`src/rtl/uart_pkg.sv`:
```
// Shared UART definitions used by both the receiver and the transmitter.
package uart_pkg;

    localparam int WORD_BITS = 32;

    typedef enum logic [2:0] {
        RX_IDLE,
        RX_START,
        RX_DATA,
        RX_STOP,
        RX_BREAK
    } uart_rx_state_t;

    function automatic int baud_ticks(input int clk_hz, input int baud);
        return clk_hz / baud;
    endfunction

endpackage

```
`src/rtl/uart_sync_bit.sv`:
```
// N-flop synchroniser for a single asynchronous bit; reset value is selectable.
module uart_sync_bit #(
    parameter int   STAGES    = 2,
    parameter logic RESET_VAL = 1'b1
) (
    input  logic clk,
    input  logic rst_n,
    input  logic d,
    output logic q
);

    logic [STAGES-1:0] sync;

    always_ff @(posedge clk or negedge rst_n) begin
        if (!rst_n) begin
            sync <= {STAGES{RESET_VAL}};
        end else begin
            sync <= {sync[STAGES-2:0], d};
        end
    end

    assign q = sync[STAGES-1];

endmodule

```
`src/rtl/uart_rx_word.sv`:
```
// UART receiver delivering one 32-bit word per frame (start, 32 data LSB first, stop)
// over a valid/ready handshake, with glitch rejection, framing-error and overrun flags.
module uart_rx_word
    import uart_pkg::*;
#(
    parameter int CLK_FREQ_HZ = 100_000_000,
    parameter int BAUD_RATE   = 115200,
    parameter int SYNC_STAGES = 2
) (
    input  logic                 clk,
    input  logic                 rst_n,
    input  logic                 rx_line,
    output logic [WORD_BITS-1:0] data_out,
    output logic                 data_valid,
    input  logic                 data_ready,
    output logic                 busy,
    output logic                 frame_err,
    output logic                 overrun
);

    localparam int BAUD_TICKS = baud_ticks(CLK_FREQ_HZ, BAUD_RATE);
    localparam int HALF_TICKS = BAUD_TICKS / 2;
    localparam int TICK_W     = (BAUD_TICKS > 1) ? $clog2(BAUD_TICKS) : 1;
    localparam int WARM_W     = $clog2(SYNC_STAGES + 1);

    localparam logic [TICK_W-1:0] TICK_LAST = TICK_W'(BAUD_TICKS - 1);
    localparam logic [TICK_W-1:0] HALF_LAST = TICK_W'(HALF_TICKS - 1);
    localparam logic [WARM_W-1:0] WARM_DONE = WARM_W'(SYNC_STAGES);
    localparam logic [5:0]        BIT_LAST  = 6'(WORD_BITS - 1);

    uart_rx_state_t       state;
    uart_rx_state_t       state_next;
    logic [TICK_W-1:0]    tick_cnt;
    logic [5:0]           bit_cnt;
    logic [WORD_BITS-1:0] shift_reg;
    logic [WARM_W-1:0]    warm_cnt;
    logic                 armed;
    logic                 rx_s;
    logic                 tick_last;
    logic                 half_last;
    logic                 deliver;

    uart_sync_bit #(
        .STAGES    (SYNC_STAGES),
        .RESET_VAL (1'b1)
    ) u_sync (
        .clk   (clk),
        .rst_n (rst_n),
        .d     (rx_line),
        .q     (rx_s)
    );

    always_comb begin
        tick_last  = (tick_cnt == TICK_LAST);
        half_last  = (tick_cnt == HALF_LAST);
        state_next = state;
        case (state)
            RX_IDLE:  if (armed && !rx_s)                 state_next = RX_START;
            RX_START: if (half_last)                      state_next = rx_s ? RX_IDLE : RX_DATA;
            RX_DATA:  if (tick_last && bit_cnt == BIT_LAST) state_next = RX_STOP;
            RX_STOP:  if (tick_last)                      state_next = rx_s ? RX_IDLE : RX_BREAK;
            RX_BREAK: if (rx_s)                           state_next = RX_IDLE;
            default:                                      state_next = RX_IDLE;
        endcase
        deliver = (state == RX_STOP) && tick_last && rx_s;
    end

    // armed only trusts rx_s once the synchroniser has flushed its reset value,
    // so a line held low across reset cannot be mistaken for a start bit.
    always_ff @(posedge clk or negedge rst_n) begin
        if (!rst_n) begin
            state      <= RX_IDLE;
            tick_cnt   <= '0;
            bit_cnt    <= '0;
            shift_reg  <= '0;
            warm_cnt   <= '0;
            armed      <= 1'b0;
            data_out   <= '0;
            data_valid <= 1'b0;
            busy       <= 1'b0;
            frame_err  <= 1'b0;
            overrun    <= 1'b0;
        end else begin
            state     <= state_next;
            frame_err <= 1'b0;

            if (warm_cnt != WARM_DONE) begin
                warm_cnt <= warm_cnt + WARM_W'(1);
            end else if (rx_s) begin
                armed <= 1'b1;
            end

            case (state)
                RX_IDLE: begin
                    tick_cnt <= '0;
                    if (state_next == RX_START) begin
                        busy <= 1'b1;
                    end
                end
                RX_START: begin
                    if (half_last) begin
                        tick_cnt <= '0;
                        bit_cnt  <= '0;
                        if (rx_s) begin
                            busy <= 1'b0;
                        end
                    end else begin
                        tick_cnt <= tick_cnt + TICK_W'(1);
                    end
                end
                RX_DATA: begin
                    if (tick_last) begin
                        shift_reg <= {rx_s, shift_reg[WORD_BITS-1:1]};
                        bit_cnt   <= bit_cnt + 6'd1;
                        tick_cnt  <= '0;
                    end else begin
                        tick_cnt <= tick_cnt + TICK_W'(1);
                    end
                end
                RX_STOP: begin
                    if (tick_last) begin
                        busy     <= 1'b0;
                        tick_cnt <= '0;
                        if (!rx_s) begin
                            frame_err <= 1'b1;
                        end
                    end else begin
                        tick_cnt <= tick_cnt + TICK_W'(1);
                    end
                end
                default: begin
                    tick_cnt <= '0;
                end
            endcase

            // A consumer accepting in the same cycle frees the slot for the new word.
            if (deliver && (!data_valid || data_ready)) begin
                data_out   <= shift_reg;
                data_valid <= 1'b1;
            end else begin
                if (deliver) begin
                    overrun <= 1'b1;
                end
                if (data_valid && data_ready) begin
                    data_valid <= 1'b0;
                end
            end
        end
    end

endmodule

```
`config.mk`:
```
export PLATFORM = sky130hd
export DESIGN_NAME = uart_rx_word
export DESIGN_NICKNAME = d
export VERILOG_FILES = /design/src/rtl/uart_pkg.sv /design/src/rtl/uart_sync_bit.sv /design/src/rtl/uart_rx_word.sv
export SDC_FILE = /design/constraint.sdc
export NUM_CORES = 1
export LEC_CHECK = 0
export BUFFER_PORTS_ARGS = -buffer_cell sky130_fd_sc_hd__buf_2
export CAP_MARGIN = 20
export CELL_PAD_IN_SITES_DETAIL_PLACEMENT = 0
export CELL_PAD_IN_SITES_GLOBAL_PLACEMENT = 1
export CORE_UTILIZATION = 40
export CTS_BUF_LIST = sky130_fd_sc_hd__clkbuf_4 sky130_fd_sc_hd__clkbuf_8
export CTS_CLUSTER_DIAMETER = 200
export DETAILED_ROUTE_END_ITERATION = 10
export PLACE_DENSITY_LB_ADDON = 0.05
export REMOVE_ABC_BUFFERS = 1
export SYNTH_ARGS = -nofsm -noshare
export SYNTH_HDL_FRONTEND = slang
export SYNTH_HIERARCHICAL = 1
export SYNTH_SLANG_ARGS = --single-unit
```
`constraint.sdc`:
```
create_clock -name clk -period 2.7 [get_ports clk]
set_clock_uncertainty 0.2 [all_clocks]
set_input_delay 0.135 -clock clk [delete_from_list [all_inputs] [get_ports clk]]
set_output_delay 0.135 -clock clk [all_outputs]
set_load 0.05 [all_outputs]
```
### Word-level counts from Yosys, hierarchy flattened

Index checks and enable logic that the tools add are counted.

* register bits: 92
* input bits: 4
* output and inout bits: 36
* word-level logic and storage cells: 74

* add/sub/neg operators: 3
* equal/unequal tests: 14
* mux-type cells: 24
* bitwise logic cells: 2
* reductions and logical operators: 19

Operators with widths (count)
* $mux 10: 2
* $pmux 10 s2: 1
* $mux 3: 6
* $pmux 3 s5: 1
* $mux 6: 2
* $pmux 6 s2: 1
* $add 10x1->10 const B: 1
* $eq 10x10->1 const B: 1
* $eq 10x9->1 const B: 1
* $ne 2x2->1 const B: 5
* $mux 1: 9
* $add 6x1->6 const B: 1
* $eq 3x1->1 const B: 2
* $eq 3x2->1 const B: 2
* $eq 6x5->1 const B: 1
* $logic_and 1x1->1: 6
* $reduce_and 2->1: 3
* $reduce_and 5->1: 1
* $reduce_bool 2->1: 2
* $eq 3x3->1 const B: 1
* $logic_not 3->1: 1
* $pmux 1 s3: 1
* $reduce_and 3->1: 1
* $reduce_bool 3->1: 1
* 7 further kinds: 9

### Longest topological paths before layout

Gate-level depths: netlist (run 1).

* depth in word-level cells: 7
* mapped depth: 7
* gate-level depth less buffers: 6

### Modules after synthesis

The synthesis (run 1) kept the hierarchy.

By module, submodules not included
* uart_rx_word: instances 1, cells an instance 340, area an instance 3804.9 µm², sequential area each 2252.2 µm²
* uart_sync_bit: instances 1, cells an instance 2, area an instance 52.6 µm², sequential area each 52.6 µm²

### Worst setup path after synthesis (run 1)

No wires, ideal clock.

* path kind: flip-flop to flip-flop
* start: register tick_cnt[0]
* end: register data_out[0]
* library setup time: 0.127 ns
* arrival: 1.797 ns
* required time: 2.373 ns
* slack: 0.575 ns
* cell stages (with the launch flop): 6
* path buffers: 1
* clock period less this slack: 2.125 ns
* cell sequence: dfrtp_1 > ha_1 > nand4bb_1 > nor4_4 > buf_6 > mux2_1

* longest elaborated chain between the ends: 4

Ends and longest elaborated chain
* start, declared: RTL line uart_rx_word.sv:33 `logic [TICK_W-1:0] tick_cnt;`
* start signal, assigned: RTL line uart_rx_word.sv:108 `tick_cnt <= tick_cnt + TICK_W'(1);`
* start signal, assigned: RTL line uart_rx_word.sv:117 `tick_cnt <= tick_cnt + TICK_W'(1);`
* start signal, assigned: RTL line uart_rx_word.sv:128 `tick_cnt <= tick_cnt + TICK_W'(1);`
* $eq 10x10->1: RTL line uart_rx_word.sv:54 `tick_last = (tick_cnt == TICK_LAST);`
* $logic_and 1x1->1 (2 in a row): RTL line uart_rx_word.sv:65 `deliver = (state == RX_STOP) && tick_last && rx_s;`
* $logic_and 1x1->1: RTL line uart_rx_word.sv:137 `if (deliver && (!data_valid || data_ready)) begin`
* end signal, assigned: RTL line uart_rx_word.sv:138 `data_out <= shift_reg;`
* end, declared: RTL line uart_rx_word.sv:13 `output logic [WORD_BITS-1:0] data_out,`

No other way between the ends.
A chain may end at the register's enable or synchronous reset.

### Worst setup path in the final report (run 1)

* start: register tick_cnt[0]
* end: register data_out[21]

Same word-level chain as after synthesis.

==> reports/metrics.csv, run 1 <==
metric;value;unit
htree_levels;3;
place_congestion;0.735;
swShare;0.252;
fillers;902;
first_pass_iters;4;
power.total;2.58;mW
dp_hpwl;4580;um
yosys.cell_types.count;51;
ir_drop;0.000334;V
die_h;100;um
rsz0062_at_grt;false;
ant_nets;0;
routedWlPerCell;13.8;um
max_stage_delay;400;ps
gr-total-overflow;0;
yosysTopAreaCell;dfrtp_1;
fin_setup_tns;0;ps
arrival;2340;ps
ys_ff_latch;92;
drv_cap;0;
reg2reg_from;tick_cnt[0];
start_util;0.415;
timing.final.hold_violations;0;
totalWireLength;7210;um
timing.rr.end;data_out[21];
r2r_slack;390;ps
busiest_layer;met2;
netlist_area;3860;um^2
clk_pin_slew;100;ps
synth-compound-area-share;0.0529;
final-max-slew-violation-count;0;
setup_ws;388;ps
io_buffers;39;
endpoint;data_out[21];
seq_area_frac_synth;0.597;
p_seq_frac;0.573;
worstPathMaxFanout;32;
post-cts-setup-buffer-count;0;
area_growth;15.1;%
ios;40;
route.vias.total;2561;
crit_family;simple AND/OR/NAND/NOR gates;
gr-usage-all-layers;0.160;
synth_top_family_by_area;simple AND/OR/NAND/NOR gates;
slowest_stage;dfrtp_1;
leakagePower;2.38;nW
antenna_cells;0;
setup_viol;0;
routed_via_density;4.90;
coreArea;9280;um^2
p_switching;651;uW
nNetsFinal;397;
rows;35;
p_per_area;582;nW/um^2
crit_type;reg2reg;
avgSynthCellArea;11.3;um^2
pre_cts_ws;366;ps
grt_use_met1;0.206;
grt_first_pass_wirelength;12400;um
synth-main-ff-cell;dfrtp_1;
internal_power;1.93;mW
synth_area_leaders;dfrtp_1 (58%), nand2_1 (9.8%), mux2_1 (9.3%), dfstp_2 (1.4%), ha_1 (1.3%);
grt_pass1_vias;2538;
synthArstFlopShare;1.00;
fin_crit_sh;0.856;
root_buffer;clkbuf_8;
worstPathRequired;2730;ps
clock_latency;350;ps
fmax;0.433;GHz
cts_tree;done;
cts.sinks;92;
status;finished clean;
use_met2;0.260;
worst_slew_pin_slew;677;ps
use_met3;0.0446;
yosysTopAreaCellShare;0.584;
first_iter_violations;82;
synth-adder-area-share;0.0130;
antenna_found_initial;0;
cts-resized-gates;0;
rr_worst_depth;5;
crit_path_start;tick_cnt[0];
critPathCaptureType;register;
drc;0;
clkPwrFrac;0.358;
cp_num_buf_inv;1;
whs;154;ps
ys_warn_count;6;
synth_cells;342;
synth_xor_area_frac;0.0204;
yosys.area_share.simple;0.191;
relSlewSlack;0.548;
combPwrFrac;0.070;
drive_gt1_frac;0.193;
path_cells;ha_1 > nand4bb_1 > nor4_4 > buf_12 > mux2_1;
synthMuxAreaShare;0.0960;
die_x;100;um
start_kind;register;
clock_path_buffers;2;
crit_cells;5;
die_area;10000;um^2
timing.final.crit_period;2310;ps
hp-class;in2async;
synth_edf_count;0;
grt_max_degree;56;
numCtsBuffers;9;
## cell type report
cell class,instances,area [um^2],share of cell area
Tap cell,129,161,0.0363
Clock buffer,10,131,0.0296
Clock inverter,6,62.6,0.0141
Inverter,5,18.8,0.00423
Timing Repair Buffer,53,323,0.0727
Sequential cell,92,2300,0.519
Multi-Input combinational cell,228,1440,0.324
## cell families (layout without fill, tap and decap cells)
logic type / count (synthesis) / in the layout
and+or+nand+nor: 153 / 153
DFF: 92 / 92
muxes: 33 / 33
AOI/OAI and AO/OA: 29 / 29
buffers and inverters: 22 / 74
xor gates and xnor gates: 9 / 9
adders and majority gates: 4 / 4
## worst min-delay path by stage
stage,from,end,slack [ps],cells past startpoint
after floorplan,rst_n,armed,-360,0
after global placement,rst_n,data_out[3],20,1
after detailed placement,rst_n,shift_reg[3],30,1
after CTS,u_sync/sync[0],u_sync/sync[1],160,0
after global routing,u_sync/sync[0],u_sync/sync[1],170,0
final,rst_n,shift_reg[3],150,2
## cells in the final DEF, fill, tap and decap left out, types with 3 or more instances in the layout
cell type	n
clkbuf_8	9
a21oi_1	9
buf_2	38
mux2_1	32
buf_4	11
xnor2_1	4
nand4_1	4
dfrtp_1	90
nand2_1	101
nor2_1	13
xor2_1	5
and3_1	4
clkinv_2	3
dlygate4sd3_1	3
ha_1	4
inv_1	5
nor2b_1	3
nand3_1	7
## layer usage
layer	wire length, um	vias to the layer above
met3	218	10
met5	0	-
met1	3430	1270
li1	-	1246
met2	3470	35
met4	90	0
## power groups by stage
stage | Sequential, mW | Combinational (mW) | Clock (mW)
3_5_place_dp | 1.51 | 0.180 | 0
2_1_floorplan | 1.51 | 0.108 | 0
5_1_grt | 1.49 | 0.207 | 1.02
6_report | 1.48 | 0.180 | 0.924
4_1_cts | 1.48 | 0.184 | 0.968
3_3_place_gp | 1.51 | 0.179 | 0
## through the flow
step	std cells	area, um^2	utilization
2_1_floorplan	325	3760	-
3_3_place_gp	504	4220	0.454
3_5_place_dp	504	4220	0.454
4_1_cts	523	4440	0.478
5_1_grt	523	4440	0.478
6_report	523	4440	0.478
## timing repair
item	CTS	global route
hold buffers	3	0
endpoints found under the hold margin	54	0
endpoints found under the setup margin	0	0
## worst register-to-register path, stage by stage, from the launching register on
cell       delay, ps
dfrtp_1          400
ha_1             250
nand4bb_1        330
nor4_4           400
buf_12           260
mux2_1           370
## synth_stat cells (3+ instances only)
cell type  instances
a21oi_1            9
and3_1             4
buf_2              6
buf_6              3
clkbuf_1           8
dfrtp_1           90
ha_1               4
inv_1              5
mux2_1            32
nand2_1          101
nand3_1            7
nand4_1            4
nor2_1            13
nor2b_1            3
xnor2_1            4
xor2_1             5
Power figures use the tool's default switching activity.
==> run 2, diff against run 1 <==
Settings changed: CELL_PAD_IN_SITES_DETAIL_PLACEMENT 0 to unset, CELL_PAD_IN_SITES_GLOBAL_PLACEMENT 1 to unset.
==> reports/metrics.csv, run 2 (synthesis gave the netlist of run 1 again) <==
metric;value;unit
status;finished clean;
totalWireLength;6960;um
crit_type;reg2reg;
routedWlPerCell;13.4;um
post-cts-setup-buffer-count;0;
numCtsBuffers;9;
final-max-slew-violation-count;0;
nNetsFinal;393;
fin_crit_sh;0.827;
fmax;0.448;GHz
worst_slew_pin_slew;565;ps
cts.hold.buffers_added;2;
rows;35;
drc;0;
clk_pin_slew;90;ps
final-seq-area;2300;um^2
multi_input_area;1440;um^2
pre_cts_ws;466;ps
grt_first_pass_wirelength;12100;um
relSlewSlack;0.623;
max_stage_delay;460;ps
rsz0062_at_grt;false;
fillers;899;
drive_gt1_frac;0.187;
critPathCaptureType;register;
p_per_area;567;nW/um^2
route.vias.total;2499;
cts.sinks;92;
final_common_cell;nand2_1;
timing.final.crit_period;2230;ps
first_iter_violations;99;
gr-usage-all-layers;0.156;
drv_cap;0;
arrival;2240;ps
crit_family;simple AND/OR/NAND/NOR gates;
dp_hpwl;4570;um
hp-class;in2reg;
grt_max_degree;58;
path_cells;ha_1 > nor4bb_1 > nand4b_1 > a211oi_2 > a31oi_1;
root_buffer;clkbuf_8;
cp_num_buf_inv;0;
clock_path_buffers;2;
die_area;10000;um^2
cts-resized-gates;0;
routed_via_density;4.82;
fin_setup_tns;0;ps
worstPathRequired;2710;ps
ant_nets;0;
htree_levels;3;
coreArea;9280;um^2
ios;40;
die_x;100;um
start_util;0.415;
setup_viol;0;
setup_ws;468;ps
timing.final.hold_violations;0;
gr-total-overflow;0;
area_growth;14.2;%
slowest_stage;a211oi_2;
leakagePower;2.35;nW
worstPathMaxFanout;6;
grt_pass1_vias;2492;
ir_drop;0.000289;V
die_h;100;um
io_buffers;39;
place_congestion;0.741;
start_kind;register;
antenna_found_initial;0;
cts_tree;done;
antenna_cells;0;
first_pass_iters;4;
clock_latency;350;ps
mostFrequentLayoutCells;nand2_1 (101), dfrtp_1 (90), buf_2 (38), mux2_1 (32), nor2_1 (13);
## run 2: power by group
| group | switching (mW) | internal, mW | total [mW] | leakage (nW) |
|---|---|---|---|---|
| Clock | 0.488 | 0.352 | 0.840 | 0.0867 |
| Sequential | 0.0610 | 1.42 | 1.48 | 1.25 |
| Combinational | 0.103 | 0.0723 | 0.175 | 1.01 |
| Total | 0.652 | 1.84 | 2.50 | 2.35 |
## run 2: final timing paths
path / from / end / slack, ps / cells after the start
setup / recovery: tick_cnt[0] / bit_cnt[5] / 470 / 5
hold / removal: data_ready / data_valid / 30 / 3
setup reg to reg: tick_cnt[0] / bit_cnt[5] / 470 / 5
hold reg to reg: u_sync/sync[0] / u_sync/sync[1] / 160 / 0
max in group asynchronous: rst_n / shift_reg[16] / 1560 / 3
min in group asynchronous: rst_n / data_out[24] / 70 / 2
## run 2: area by class of cell
type                    count  share of cell area
clock buffers              10              0.0298
multi-input cells         228               0.327
inverters                   5             0.00426
flip-flops and latches     92               0.523
well taps                 129              0.0366
clock inverters             6              0.0105
repair buffers             49              0.0687
## run 2: worst min-delay path, delay by kind of cell
kind            cells  cell delay (ps)
buf+inv             1               70
simple gates        1               80
compound gates      1              240
## run 2: metal layers
| metal | share of wire | global-route usage |
|---|---|---|
| met2 | 0.47 | 0.246 |
| met5 | 0 | 0 |
| met4 | 0.0093 | 0.0502 |
| met3 | 0.028 | 0.0411 |
| met1 | 0.49 | 0.210 |
## run 2: stage by stage
step	util	cell area (um^2)	hold slack, ps	cells	total power, mW
final	0.475	4410	25.5	519	2.50
after global routing	0.475	4410	1.17	519	2.65
after CTS	0.475	4410	10.2	519	2.55
after detailed placement	0.453	4210	-72.1	501	1.69
after global placement	0.453	4210	-72.0	501	1.69
after floorplan	-	3760	-361	325	1.62
